[config.mk]
export PLATFORM = sky130hd
export DESIGN_NAME = coder_n_onehot_pipe_flat
export DESIGN_NICKNAME = d
export VERILOG_FILES = /design/src/rtl/coder_n_onehot_pipe_if.sv /design/src/rtl/coder_n_onehot_pipe.sv /design/src/flat_wrapper.sv
export SDC_FILE = /design/constraint.sdc
export NUM_CORES = 1
export LEC_CHECK = 0
export ABC_AREA = 1
export BUFFER_PORTS_ARGS = -buffer_cell sky130_fd_sc_hd__buf_4
export CORE_MARGIN = 2
export CORE_UTILIZATION = 45
export CTS_BUF_LIST = sky130_fd_sc_hd__clkbuf_16
export DETAILED_ROUTE_END_ITERATION = 8
export HOLD_SLACK_MARGIN = 0.08
export PLACE_DENSITY = 0.67
export RECOVER_POWER = 25
export REMOVE_ABC_BUFFERS = 1
export SKIP_LAST_GASP = 1
export SYNTH_ARGS = -nofsm -noshare
export SYNTH_HDL_FRONTEND = slang
export SYNTH_SLANG_ARGS = --single-unit
[constraint.sdc]
create_clock -name clk -period 1.6 [get_ports clk]
set_input_delay 0.08 -clock clk [delete_from_list [all_inputs] [get_ports clk]]
set_output_delay 0.08 -clock clk [all_outputs]
set_load 0.005 [all_outputs]
[src/rtl/coder_n_onehot_pipe_if.sv]
// ---------------------------------------------------------------------------
// coder_n_onehot_pipe_if
//   Handshake bundle for coder_n_onehot_pipe: index producer side (in_*)
//   and decoded-code consumer side (out_*, result).
//   Optional macro CODER_THERMO_MODE_EN adds the per-entry 'mode' bit.
//   master: the environment (drives index / out_ready).
//   slave : the decoder block.
// ---------------------------------------------------------------------------
interface coder_n_onehot_pipe_if #(
    parameter int IDX_W = 2
) ();
    localparam int OUT_W = 2 ** IDX_W;

    logic             in_valid;
    logic             in_ready;
    logic [IDX_W-1:0] index;
`ifdef CODER_THERMO_MODE_EN
    logic             mode;
`endif
    logic             out_valid;
    logic             out_ready;
    logic [OUT_W-1:0] result;

`ifdef CODER_THERMO_MODE_EN
    modport master (
        output in_valid, index, mode, out_ready,
        input  in_ready, out_valid, result
    );
    modport slave (
        input  in_valid, index, mode, out_ready,
        output in_ready, out_valid, result
    );
`else
    modport master (
        output in_valid, index, out_ready,
        input  in_ready, out_valid, result
    );
    modport slave (
        input  in_valid, index, out_ready,
        output in_ready, out_valid, result
    );
`endif
endinterface

[src/rtl/coder_n_onehot_pipe.sv]
// ---------------------------------------------------------------------------
// coder_n_onehot_pipe
//   Registered IDX_W-to-2**IDX_W one-hot decoder with valid/ready on both
//   sides. A main register drives 'result'; a skid register absorbs one
//   extra code so the producer sees full throughput under backpressure.
//   dec_count counts delivered codes and saturates at all-ones.
//   Optional macro: CODER_THERMO_MODE_EN -- adds a 'mode' input in the
//   interface; mode=1 selects a thermometer code (result[i] = i <= index).
//   The mode bit is folded into the stored code, so each buffered entry
//   keeps the mode it was accepted with.
// ---------------------------------------------------------------------------
module coder_n_onehot_pipe #(
    parameter int IDX_W = 2,
    parameter int CNT_W = 8
) (
    input  logic                  clk,
    input  logic                  rst_n,
    coder_n_onehot_pipe_if.slave  bus,
    input  logic                  cnt_clr,
    output logic [CNT_W-1:0]      dec_count
);
    localparam int OUT_W = 2 ** IDX_W;

    typedef enum logic [1:0] {
        EMPTY = 2'd0,
        ONE   = 2'd1,
        TWO   = 2'd2
    } state_e;

    state_e           state_q, state_d;
    logic [OUT_W-1:0] main_q,  main_d;
    logic [OUT_W-1:0] skid_q,  skid_d;
    logic [CNT_W-1:0] cnt_q,   cnt_d;

    logic             out_valid_s;
    logic             in_ready_s;
    logic             in_fire;
    logic             out_fire;
    logic [OUT_W-1:0] in_code;

    // Decode one index into its output code (one-hot, or thermometer when
    // the optional mode bit requests it).
`ifdef CODER_THERMO_MODE_EN
    function automatic logic [OUT_W-1:0] decode(input logic [IDX_W-1:0] idx,
                                                input logic             thermo);
        logic [OUT_W-1:0] code;
        for (int i = 0; i < OUT_W; i++) begin
            code[i] = thermo ? (IDX_W'(i) <= idx) : (IDX_W'(i) == idx);
        end
        return code;
    endfunction

    assign in_code = decode(bus.index, bus.mode);
`else
    function automatic logic [OUT_W-1:0] decode(input logic [IDX_W-1:0] idx);
        logic [OUT_W-1:0] code;
        for (int i = 0; i < OUT_W; i++) begin
            code[i] = (IDX_W'(i) == idx);
        end
        return code;
    endfunction

    assign in_code = decode(bus.index);
`endif

    assign in_fire  = bus.in_valid  & in_ready_s;
    assign out_fire = out_valid_s   & bus.out_ready;

    // State register: FSM state plus the two code buffers.
    // NOTE: sequential state uses non-blocking (<=) so every register samples
    // the pre-edge value of its neighbours; blocking here would create
    // order-dependent shift-through between main_q and skid_q.
    always_ff @(posedge clk or negedge rst_n) begin
        if (!rst_n) begin
            // NOTE: both buffers are small registers (not RAM), so they are
            // reset explicitly; this makes result=0 right after reset and
            // guarantees a mid-transfer reset discards any buffered code.
            state_q <= EMPTY;
            main_q  <= '0;
            skid_q  <= '0;
        end else begin
            state_q <= state_d;
            main_q  <= main_d;
            skid_q  <= skid_d;
        end
    end

    // Next-state logic: FIFO-ordered two-entry buffer. The head always
    // lives in main_q; the skid entry only exists in state TWO.
    always_comb begin
        // NOTE: every comb output gets a default first, so no branch can
        // leave a variable unassigned and infer a latch.
        state_d = state_q;
        main_d  = main_q;
        skid_d  = skid_q;
        unique case (state_q)
            EMPTY: begin
                if (in_fire) begin
                    state_d = ONE;
                    main_d  = in_code;
                end
            end
            ONE: begin
                if (in_fire && out_fire) begin
                    main_d  = in_code;
                end else if (in_fire) begin
                    state_d = TWO;
                    skid_d  = in_code;
                end else if (out_fire) begin
                    state_d = EMPTY;
                end
            end
            TWO: begin
                if (out_fire) begin
                    state_d = ONE;
                    main_d  = skid_q;
                end
            end
            default: begin
                state_d = EMPTY;
            end
        endcase
    end

    // Output decode: handshake flags come from the state register only, so
    // out_ready never reaches in_ready combinationally.
    always_comb begin
        out_valid_s = (state_q != EMPTY);
        in_ready_s  = (state_q != TWO);
    end

    assign bus.out_valid = out_valid_s;
    assign bus.in_ready  = in_ready_s;
    assign bus.result    = main_q;

    // Delivered-code counter next value: clear has priority, then a
    // saturating increment on each delivery.
    always_comb begin
        cnt_d = cnt_q;
        if (cnt_clr) begin
            cnt_d = '0;
        end else if (out_fire && (cnt_q != {CNT_W{1'b1}})) begin
            cnt_d = cnt_q + 1'b1;
        end
    end

    // Delivered-code counter register.
    always_ff @(posedge clk or negedge rst_n) begin
        if (!rst_n) begin
            cnt_q <= '0;
        end else begin
            cnt_q <= cnt_d;
        end
    end

    assign dec_count = cnt_q;

endmodule

[src/flat_wrapper.sv]
// flat-port wrapper written by rule: the top's interface ports become plain ports
module coder_n_onehot_pipe_flat 
#(
    parameter int IDX_W = 2,
    parameter int CNT_W = 8
)
  (clk, rst_n, cnt_clr, dec_count, bus_in_valid, bus_index, bus_out_ready, bus_in_ready, bus_out_valid, bus_result);
  coder_n_onehot_pipe_if #(.IDX_W(IDX_W)) bus_i ();
  input  logic clk;
  input  logic rst_n;
  input  logic cnt_clr;
  output logic [CNT_W-1:0] dec_count;
  input wire logic [$bits(bus_i.in_valid)-1:0] bus_in_valid;
  input wire logic [$bits(bus_i.index)-1:0] bus_index;
  input wire logic [$bits(bus_i.out_ready)-1:0] bus_out_ready;
  output wire logic [$bits(bus_i.in_ready)-1:0] bus_in_ready;
  output wire logic [$bits(bus_i.out_valid)-1:0] bus_out_valid;
  output wire logic [$bits(bus_i.result)-1:0] bus_result;
  assign bus_i.in_valid = bus_in_valid;
  assign bus_i.index = bus_index;
  assign bus_i.out_ready = bus_out_ready;
  assign bus_in_ready = bus_i.in_ready;
  assign bus_out_valid = bus_i.out_valid;
  assign bus_result = bus_i.result;
  coder_n_onehot_pipe #(.IDX_W(IDX_W), .CNT_W(CNT_W)) u_core (.clk(clk), .rst_n(rst_n), .bus(bus_i), .cnt_clr(cnt_clr), .dec_count(dec_count));
endmodule
# Word-level counts from Yosys, hierarchy flattened
# Index checks and enable logic that the tools add are counted.
totals:
  word_cells: 42
  ff_bits: 18
op_classes:
  eq_ne: 12
  addsub: 1
  reduce_logical: 10
  n_bitwise: 3
  muxes: 12
ops:
  columns: ["operator", "n"]
  rows:
  - ["8-bit two-way mux", 2]
  - ["4-bit two-way mux", 3]
  - ["4-bit one-hot mux with 3 select lines", 1]
  - ["2-bit two-way mux", 5]
  - ["8-bit by 1-bit adder with 8-bit output (second input constant)", 1]
  - ["8-bit inequality test (second input constant)", 1]
  - ["4-bit AND reduction", 2]
  - ["2-bit by 1-bit inequality test with 1-bit output (second input constant)", 3]
  - ["2-bit one-hot mux with 3 select lines", 1]
  - ["2-bit equality test (first input constant)", 2]
  - ["2-bit logical NOT", 2]
  - ["2-bit inequality test (second input constant)", 2]
  - ["2-bit nonzero test", 2]
  - ["3-bit by 1-bit inequality test with 1-bit output (second input constant)", 1]
  - ["3-bit AND reduction", 1]
  - ["3-bit nonzero test", 1]
  - ["1-bit bitwise AND", 2]
  - ["1-bit by 2-bit equality test with 1-bit output (first input constant)", 1]
  - ["2-bit by 1-bit equality test with 1-bit output (second input constant)", 1]
  - ["2-bit equality test (second input constant)", 1]
  - ["1-bit logical AND", 2]
  - ["1-bit inverter", 1]

# Longest topological paths before layout
# Gate-level depths: netlist of run 1.
logic_depth:
  ltp_word: 6
  mapped_depth: 7
  mapped_depth_nobuf: 7

# Worst setup path after synthesis of run 1
# No wires, ideal clock.
synth_path:
  path_kind: "flip-flop to flip-flop"
  from: "register u_core.cnt_q[0] (netlist: u_core.dec_count[0])"
  to: "register u_core.cnt_q[7] (netlist: u_core.dec_count[7])"
  period_less_slack_ps: 1319
  slack_ps: 281
  stages_incl_launch_ff: 8
  setup_ps: 118
  arrival_time_ps: 1201
  cell_sequence: "dfrtp_1 ha_1 nand2_2 nor2_4 a21oi_4 nor2_4 nand2_1 nand2_1"
synth_via:
  elab_chain_cells: 3
synth_rtl:
  columns: ["element", "line", "rtl"]
  rows:
  - ["start, declared", "coder_n_onehot_pipe.sv:33", "logic [CNT_W-1:0] cnt_q, cnt_d;"]
  - ["start signal, assigned", "coder_n_onehot_pipe.sv:152", "cnt_q <= cnt_d;"]
  - ["8-bit by 1-bit adder with 8-bit output or 8-bit inequality test (tied branches)", "coder_n_onehot_pipe.sv:143, coder_n_onehot_pipe.sv:142", null]
  - ["8-bit two-way mux or 1-bit logical AND (tied branches)", "coder_n_onehot_pipe.sv:142", "end else if (out_fire && (cnt_q != {CNT_W{1'b1}})) begin"]
  - ["8-bit two-way mux or 2-bit nonzero test (tied branches)", null, null]
# Parallel ways exist; a longest one is shown, timed or not. The select of a mux whose other input is x is not followed.
# A chain may end at the register's enable or synchronous reset.

# Final worst setup path of run 1
layout_path:
  from: "register u_core.cnt_q[0] (netlist: u_core.dec_count[0])"
  to: "register u_core.cnt_q[1] (netlist: u_core.dec_count[1])"
# The elaborated chain is that of the path after synthesis.

==> key figures, run 1 <==
Run status
  – Outcome: finished, final reports clean

Drt
  – Wire length per cell: 11.0 µm
  – # DRC: 0
  – DRT Wirelength: 1920 µm
  – Vias per cell: 5.03
  – Pre-antenna DRT Iters: 4
  – Vias: 880
  – Number of routed nets with antenna violations: 0
  – Drt initial violations: 11

Floorplanning
  – Core Area: 1980 µm²
  – Floorplan row count: 16
  – Chip Height: 50.2 µm
  – Die Wd: 50.2 µm
  – Starting Density: 48.5%
  – # IOs: 21
  – Die area: 2520 µm²

STA
  – Tmin final: 1.46 ns
  – Max Clk Rate: 687 MHz
  – Max Slew Vio Count: 0
  – RSZ-0062 raised after global routing: false
  – Final setup TNS: 0 ns
  – Worst-margin pin slew: 0.967 ns
  – Clock skew: 0.00226 ns
  – Final Hold Vio Count: 0
  – Final period util: 91.0%
  – Worst setup margin: 0.143 ns
  – Endpoints failing setup: 0
  – Slew HR: 35.5%

Cells and area
  – Commonest non-fill, non-tap cell in the layout: nand2_1
  – Most frequent cells in the layout: nand2_1, buf_4, dfrtp_1
  – Area growth, synth to finish: 27.6%
  – Ant diodes: 0
  – Fin area: 1230 µm²
  – Final Net Count: 158
  – Final cell count without fillers: 175
  – Fill cells: 191
  – Layout cell share with drive strength beyond 1: 23.0%

Clocking
  – Clk root buf: clkbuf_16
  – TritonCTS buffer count: 3
  – CTS tree: built
  – Clock buffer depth: 2
  – CTS Sinks: 18
  – H-tree Lvls: 1
  – Setup Buffers After CTS: 0
  – Clock latency on the worst-skew pair: 0.25 ns
  – Worst-path clk slew: 0.05 ns
  – Post_cts resized: 0
  – Post-CTS Hold Buffers: 1

Hold path
  – Worst hold start: bus_in_valid
  – Min-delay worst type: input pin to flip-flop

Placed design
  – Pre-CTS WS: 0.157 ns
  – Port-buffer cells: 20
  – Placement Cell Area: 1140 µm²
  – DP HPWL: 1490 µm
  – Placed Cells incl. Taps: 171
  – RD Place Congestion: 0.792

Logic synthesis
  – Avg Cell Area, Syn: 7.75 µm²
  – YS warnings: 0
  – Seq/Total Area, Yosys: 46.9%
  – Post-Syn Area: 961 µm²
  – Dominant cells by area after synthesis: dfrtp_1, nand2_1, nand3_1
  – Yosys top cell area share: 46.9%
  – Yosys top cell by area: dfrtp_1
  – Flops & latches, synth: 18
  – Synthesized instance count: 124
  – Synth cell types: 19

Critical path
  – Crit path launch: u_core.dec_count[0]$_DFFE_PN0P_
  – Startpoint types: flip-flop
  – R2r startpoint: u_core.dec_count[0]$_DFFE_PN0P_
  – CP Class: flip-flop to flip-flop
  – Worst Setup End Kind: flip-flop
  – WP data required: 1.73 ns
  – Crit-path max FO: 9
  – Worst Path Arrival: 1.59 ns

Global routing
  – First-pass GRT wire length: 3370 µm
  – Overflow after GRT: 0
  – Tot GR Track Use: 17.8%
  – Largest net degree at the start of global routing: 19
  – Vias in the first global route: 782
  – Initial antenna violation count: 0

Pwr
  – Leak: 0.661 nW
  – Sw Share: 25.8%
  – Clock power frac: 37.5%
  – NetSw: 0.000335 W
  – Max VDD drop: 615 µV
  – Seq pwr share: 43.2%
  – Power density over cell area: 1060 nW/µm²
  – Int Power: 0.000965 W
  – Combinational power share: 19.4%

Job
  – Maxcap violations: 0
==> stage by stage <==
stage | util, % | power [W] | hold WS, ns
6_report | 61.9 | 0.00130 | 0.114
2_1_floorplan | - | 0.000703 | -0.216
3_3_place_gp | 57.8 | 0.000814 | -0.0398
3_5_place_dp | 57.8 | 0.000824 | -0.0352
4_1_cts | 62.1 | 0.00132 | 0.119
5_1_grt | 61.9 | 0.00138 | 0.151
==> logic make-up (layout without fill, tap and decap cells) <==
family / Yosys count / in the layout / synth area share, %
AND/OR/NAND/NOR: 70 / 70 / 33.1
buffers and inverters: 15 / 39 / 5.86
AO/OA/AOI/OAI: 18 / 18 / 11.1
flip-flops: 18 / 18 / 46.9
XOR/XNOR: 2 / 2 / 1.82
adder cells (fa/ha/maj): 1 / 1 / 1.30
==> metal layers <==
| metal | vias to the layer above | GRT usage [%] | share of wire, % |
|---|---|---|---|
| met1 | 405 | 22.0 | 46 |
| li1 | 444 | - | - |
| met3 | 6 | 3.27 | 4.1 |
| met4 | 0 | 9.26 | 1.9 |
| met5 | - | 0 | 0 |
| met2 | 25 | 29.4 | 48 |
==> critical path: stages, from the launching register on <==
cell and delay [ns]:
dfrtp_1 0.41, ha_1 0.25, nand2_2 0.12, nor2_4 0.05
a21oi_4 0.28, nor2_4 0.10, nand2_1 0.07, nand2_1 0.06
==> cell type report <==
type	instances	area [µm²]	share of cell area, %
clock buffer	3	75.1	6.12
inverter	15	56.3	4.59
multi-input combinational	91	454	37.0
sequential	18	450	36.7
tap	27	33.8	2.76
timing repair buffer	21	156	12.8
==> state kept, by name (all words and copies together) (netlist names) <==
register           cells
u_core.dec_count       8
u_core.bus.result      4
u_core.skid_q          4
u_core.state_q         2
==> power groups by stage <==
stage	Clock, W	Combinational [W]	Sequential (W)
after floorplan	0	0.000137	0.000566
after global routing	0.000519	0.000290	0.000572
after detailed placement	0	0.000256	0.000568
after global placement	0	0.000248	0.000566
after CTS	0.000499	0.000258	0.000561
final	0.000488	0.000252	0.000561
==> path summary, 6_finish.rpt <==
| kind | endpoint | slack, ns | depth (start not counted) |
|---|---|---|---|
| max | u_core.dec_count[1]$_DFFE_PN0P_ | 0.14 | 7 |
| min | u_core.state_q[0]$_DFFE_PN0P_ | 0.11 | 4 |
| max reg2reg | u_core.dec_count[1]$_DFFE_PN0P_ | 0.14 | 7 |
| min reg2reg | u_core.skid_q[1]$_DFFE_PN0P_ | 0.49 | 2 |
| max in group asynchronous | u_core.dec_count[6]$_DFFE_PN0P_ | 0.51 | 2 |
| min in group asynchronous | u_core.state_q[0]$_DFFE_PN0P_ | 0.50 | 2 |
==> synthesized netlist by cell type <==
master / number
nand2_1: 42
dfrtp_1: 18
inv_1: 13
nand3_1: 10
nor2_1: 7
o21ai_0: 7
nand2_2: 5
o21ai_1: 5
a21oi_1: 3
nor2_4: 3
inv_2: 2
xor2_1: 2
a21oi_4: 1
ha_1: 1
nand4_1: 1
nor2_2: 1
o21a_1: 1
o21bai_1: 1
or2_0: 1
No activity file was read; power rests on OpenSTA's default activity.
==> run 2, diff against run 1 <==
--- a/config.mk
+++ b/config.mk
@@ -5,7 +5,7 @@
 export SDC_FILE = /design/constraint.sdc
 export NUM_CORES = 1
 export LEC_CHECK = 0
-export ABC_AREA = 1
+export ABC_AREA = 0
 export BUFFER_PORTS_ARGS = -buffer_cell sky130_fd_sc_hd__buf_4
 export CORE_MARGIN = 2
 export CORE_UTILIZATION = 45
==> run 2 against run 1 <==
  * Synthesized cell count shrank 28%
  * Hold slack worse by 0.032 ns
  * Clock skew down 0.0011 ns
  * First-iteration DRC count fell by 9.1%
  * Sequential share of layout area down 1.6 points
  * Power up 6.9%
  * Largest cell class unchanged
  * Largest power group unchanged
==> key figures, run 2 <==
Pwr
  – Leak: 0.596 nW
  – Power density over cell area: 1080 nW/µm²
  – Max VDD drop: 712 µV

Critical path
  – WP data required: 1.73 ns
  – Critical Path, Cell by Cell: ha_4 -> and3_1 -> a21boi_2 -> mux2_1
  – Startpoint types: flip-flop
  – Worst Path Arrival: 1.64 ns
  – Worst Setup End Kind: flip-flop
  – Delay-heaviest family, CP: flip-flops
  – Crit-path max FO: 5
  – CP max stage cell: dfrtp_1
  – CP Class: flip-flop to flip-flop
  – R2R setup slack: 0.09 ns
  – Crit-path max cell delay: 0.44 ns
  – Buffer and inverter count on the worst path: 0

Global routing
  – Overflow after GRT: 0
  – Initial antenna violation count: 0
  – Vias in the first global route: 702
  – Largest net degree at the start of global routing: 19
  – First-pass GRT wire length: 3190 µm
  – Tot GR Track Use: 16.1%

Cells and area
  – Most frequent cells in the layout: buf_4, dfrtp_1, a21oi_1, mux2_4, nor2b_1
  – Fill cells: 193
  – Max FFs per register: 8
  – Commonest non-fill, non-tap cell in the layout: buf_4
  – Final cell count without fillers: 139
  – Final Net Count: 120
  – Fin util: 59.2%
  – Layout cell share with drive strength beyond 1: 36.0%
  – Area growth, synth to finish: 26.4%
  – Ant diodes: 0

Floorplanning
  – # IOs: 21
  – Die area: 2650 µm²
  – Chip Height: 51.5 µm
  – Die Wd: 51.5 µm
  – Starting Density: 46.8%
  – Floorplan row count: 17
  – Core Area: 2170 µm²

Logic synthesis
  – Fraction of registers with async set or reset after synthesis: 100%
  – Simple-Gate Fraction of Synth Area: 16.1%
  – Avg Cell Area, Syn: 11.4 µm²
  – Dominant cells by area after synthesis: dfrtp_1, mux2_4, mux2_2
  – Post-synthesis mux area share: 19.5%
  – EDFF count, synth: 0
  – Largest family of logic cells by synthesized area: multiplexers
  – Post-Synth Adder-Cell Area: 1.23%
  – Synth cell types: 37
  – Flops & latches, synth: 18
  – Seq/Total Area, Yosys: 44.3%
  – Xor-xnor portion of the synthesized cell area: 0%
  – Yosys top cell by area: dfrtp_1
  – Post-synth top flop: dfrtp_1
  – Top cells by count, synth: dfrtp_1, a21oi_1, mux2_4
  – Complex-gate fraction of the synthesized area: 14.9%
  – Count leader, synth: dfrtp_1
  – Yosys top cell area share: 44.3%
  – YS warnings: 0
  – Post-Syn Area: 1020 µm²
  – Synthesized instance count: 89

STA
  – Final period util: 94.4%
  – Max Clk Rate: 662 MHz
  – Clock skew: 0.00118 ns
  – Final Hold Vio Count: 0
  – RSZ-0062 raised after global routing: false
  – Max Slew Vio Count: 0
  – Final setup TNS: 0 ns
  – Endpoints failing setup: 0
  – Slew HR: 35.8%
  – Worst-margin pin slew: 0.964 ns
  – Tmin final: 1.51 ns

Job
  – Maxcap violations: 0

Clocking
  – Clock latency on the worst-skew pair: 0.24 ns
  – TritonCTS buffer count: 3
  – CTS tree: built
  – Worst-path clk slew: 0.05 ns
  – Clk root buf: clkbuf_16
  – CTS Sinks: 18
  – Clock buffer depth: 2
  – H-tree Lvls: 1

Drt
  – Pre-antenna DRT Iters: 4
  – Drt initial violations: 10
  – # DRC: 0
  – Vias: 748
  – Vias per cell: 5.38
  – DRT Wirelength: 1930 µm
  – Number of routed nets with antenna violations: 0
  – Wire length per cell: 13.9 µm

Hold path
  – Min-delay worst type: input pin to flip-flop

Placed design
  – RD Place Congestion: 0.690
  – Placed Cells incl. Taps: 132
  – Port-buffer cells: 20
  – DP HPWL: 1360 µm

Run status
  – Outcome: finished, final reports clean
## run 2: changes by cell type after synthesis, moves of 6 or more
cell     before  now
nand2_1      42    2
inv_1        13    2
nand3_1      10    1
o21ai_0       7    0
mux2_4        0    6
## run 2: layout make-up
type | instances | area [µm²] | share of cell area, %
clock buffers | 3 | 75.1 | 5.85
clock inverters | 1 | 3.75 | 0.292
inverters | 2 | 7.51 | 0.585
multi-input cells | 64 | 538 | 41.9
flip-flops and latches | 18 | 450 | 35.1
well taps | 28 | 35.0 | 2.73
repair buffers | 23 | 174 | 13.5
## run 2: kinds of logic (layout without fill, tap and decap cells)
| logic type | Yosys count | count (layout) |
|---|---|---|
| mux | 16 | 16 |
| fa+ha+maj | 1 | 1 |
| flops | 18 | 18 |
| buf+inv | 7 | 29 |
| compound gates | 20 | 20 |
| simple gates | 27 | 27 |
## run 2: report_power, final
group,switching (W),leakage [nW],internal [W]
sequential,0.0000600,0.239,0.000532
combinational,0.000113,0.319,0.000189
clock,0.000163,0.0385,0.000332
## run 2: final timing paths
path	start	end	cells past startpoint
setup / recovery	u_core.dec_count[0]$_DFFE_PN0P_	u_core.dec_count[0]$_DFFE_PN0P_	4
hold / removal	cnt_clr	u_core.dec_count[7]$_DFFE_PN0P_	2
setup reg to reg	u_core.dec_count[0]$_DFFE_PN0P_	u_core.dec_count[0]$_DFFE_PN0P_	4
hold reg to reg	u_core.bus.result[3]$_DFFE_PN0P_	u_core.bus.result[3]$_DFFE_PN0P_	1
max in group asynchronous	rst_n	u_core.dec_count[0]$_DFFE_PN0P_	2
min in group asynchronous	rst_n	u_core.dec_count[5]$_DFFE_PN0P_	2
## run 2: metrics by stage
step                      power, W  instance area, µm²  hold WS, ns  setup WS (ns)
after floorplan           0.000760                 983       -0.216          0.144
after global placement    0.000879                1170      -0.0389         0.0688
after detailed placement  0.000889                1170      -0.0358         0.0350
after CTS                  0.00139                1270       0.0838         0.0197
after global routing       0.00146                1280       0.0934        0.00907
final                      0.00139                1280       0.0813         0.0890
## run 2: layer usage
layer / GRT usage, % / vias to the layer above / share of wire (%)
met5: 0 / - / 0
met3: 2.59 / 2 / 1.8
met2: 24.6 / 6 / 49
met4: 6.58 / 0 / 0.47
met1: 22.8 / 376 / 48
li1: - / 364 / -
## run 2: timing repair
action                                 4_1_cts  5_1_grt
setup buffers                                0        1
endpoints found under the hold margin       19        0
hold buffers                                 2        0
setup endpoints to repair                    0        2
gates resized for setup                      0        2
==> run 3, diff against run 2 <==
==> constraint.sdc (replaced) <==
create_clock -name clk -period 1.82 [get_ports clk]
set_input_delay 0.091 -clock clk [delete_from_list [all_inputs] [get_ports clk]]
set_output_delay 0.091 -clock clk [all_outputs]
set_load 0.005 [all_outputs]
==> run 3 against run 2 <==
  * Worst setup slack better by 0.16 ns
  * Sequential cell count stayed put
  * Core utilization is 0.92 points lower
  * Sequential share of layout area increased by 0.56 points
  * Cell count fell by 0.72%
  * Non-clock buffer count is 1 lower
  * Critical path type unchanged
==> key figures, run 3 (synthesized netlist as in run 2, its figures left out) <==
Job
  – Maxcap violations: 0

Critical path
  – R2r startpoint: u_core.dec_count[0]$_DFFE_PN0P_
  – Crit-path max FO: 5
  – Worst Setup End Kind: flip-flop
  – CP Class: flip-flop to flip-flop
  – R2R setup slack: 0.25 ns
  – Startpoint types: flip-flop
  – FF-to-FF path depth: 4
  – Crit path capture: u_core.dec_count[4]$_DFFE_PN0P_
  – Worst Path Arrival: 1.71 ns
  – WP data required: 1.95 ns
  – Crit path launch: u_core.dec_count[0]$_DFFE_PN0P_
  – Worst R2R End: u_core.dec_count[4]$_DFFE_PN0P_

STA
  – RSZ-0062 raised after global routing: false
  – Final period util: 86.5%
  – Slew HR: 36.0%
  – Worst-margin pin slew: 0.960 ns
  – Final setup TNS: 0 ns
  – Max Slew Vio Count: 0
  – Worst setup margin: 0.246 ns
  – Fin Hold WS: 0.0942 ns
  – Tmin final: 1.57 ns
  – Clock skew: 0.00204 ns
  – Final Hold Vio Count: 0
  – Max Clk Rate: 635 MHz
  – Endpoints failing setup: 0

Clocking
  – CTS tree: built
  – TritonCTS buffer count: 3
  – CTS Sinks: 18
  – H-tree Lvls: 1
  – Setup Buffers After CTS: 0
  – Clk root buf: clkbuf_16
  – Clock buffer depth: 2
  – Post_cts resized: 0
  – Clock latency on the worst-skew pair: 0.25 ns
  – Post-CTS Hold Buffers: 2
  – Worst-path clk slew: 0.05 ns

Placed design
  – Port-buffer cells: 20
  – Pre-CTS WS: 0.270 ns
  – Placement Cell Area: 1170 µm²
  – DP HPWL: 1350 µm
  – RD Place Congestion: 0.698

Floorplanning
  – Floorplan row count: 17
  – Starting Density: 46.8%
  – # IOs: 21
  – Die Wd: 51.5 µm
  – Core Area: 2170 µm²
  – Die area: 2650 µm²
  – Chip Height: 51.5 µm

Cells and area
  – Commonest non-fill, non-tap cell in the layout: buf_4
  – Final Net Count: 119
  – Max FFs per register: 8
  – Area growth, synth to finish: 24.4%
  – Ant diodes: 0
  – Fin area: 1260 µm²
  – Layout cell share with drive strength beyond 1: 34.5%
  – Most frequent cells in the layout: buf_4, dfrtp_1, a21oi_1, mux2_4, nor2b_1

Drt
  – Vias: 736
  – DRT Wirelength: 1920 µm
  – Pre-antenna DRT Iters: 4
  – Vias per cell: 5.33
  – Drt initial violations: 13
  – Number of routed nets with antenna violations: 0
  – # DRC: 0
  – Wire length per cell: 13.9 µm

Hold path
  – Min-delay worst type: input pin to flip-flop

Global routing
  – Largest net degree at the start of global routing: 19
  – First-pass GRT wire length: 3200 µm
  – Vias in the first global route: 686
  – Overflow after GRT: 0
  – Tot GR Track Use: 17.2%
  – Initial antenna violation count: 0

Pwr
  – Power density over cell area: 959 nW/µm²
  – Max VDD drop: 767 µV
  – Leak: 0.593 nW

Run status
  – Outcome: finished, final reports clean
==> run 3: area by class of cell <==
class	instances	area, µm²
Fill cell	192	906
Multi-Input combinational cell	64	526
Sequential cell	18	450
Timing Repair Buffer	22	166
Clock buffer	3	75.1
Tap cell	28	35.0
Inverter	2	7.51
Clock inverter	1	3.75
==> run 3: worst min path at each step <==
| stage | start | to | slack [ns] | cells after the start |
|---|---|---|---|---|
| 6_report | cnt_clr | u_core.dec_count[7]$_DFFE_PN0P_ | 0.09 | 2 |
| 5_1_grt | cnt_clr | u_core.dec_count[6]$_DFFE_PN0P_ | 0.10 | 2 |
| 4_1_cts | cnt_clr | u_core.dec_count[7]$_DFFE_PN0P_ | 0.09 | 2 |
| 3_5_place_dp | rst_n | u_core.dec_count[5]$_DFFE_PN0P_ | -0.03 | 1 |
| 3_3_place_gp | rst_n | u_core.dec_count[3]$_DFFE_PN0P_ | -0.02 | 1 |
| 2_1_floorplan | rst_n | u_core.bus.result[0]$_DFFE_PN0P_ | -0.20 | 0 |
==> run 3: critical path, cell delays in order (launching register included) <==
cell and delay (ns):
dfrtp_1 0.40, ha_1 0.25, o2111ai_2 0.20, a211oi_2 0.27, mux2_1 0.34
==> run 3: layer usage <==
layer	GRT usage (%)	up-vias	share of wire [%]	wire length, µm
met5	0	-	0	0
met1	22.7	355	48	930
li1	-	364	-	-
met3	6.03	4	3.9	75
met4	9.21	0	2.4	46
met2	24.6	13	45	870
==> run 3: power breakdown <==
part           internal [W]  switching (W)  leakage, nW
logic              0.000160      0.0000963        0.316
registers          0.000468      0.0000481        0.239
clock network      0.000292       0.000148       0.0385
==> run 3: stage by stage <==
step                std cells  utilization [%]  total power (W)
floorplan                  84                -         0.000668
global placement          132             53.9         0.000774
detailed placement        132             53.9         0.000779
CTS                       138             58.4          0.00123
global route              138             58.2          0.00128
finish                    138             58.2          0.00121
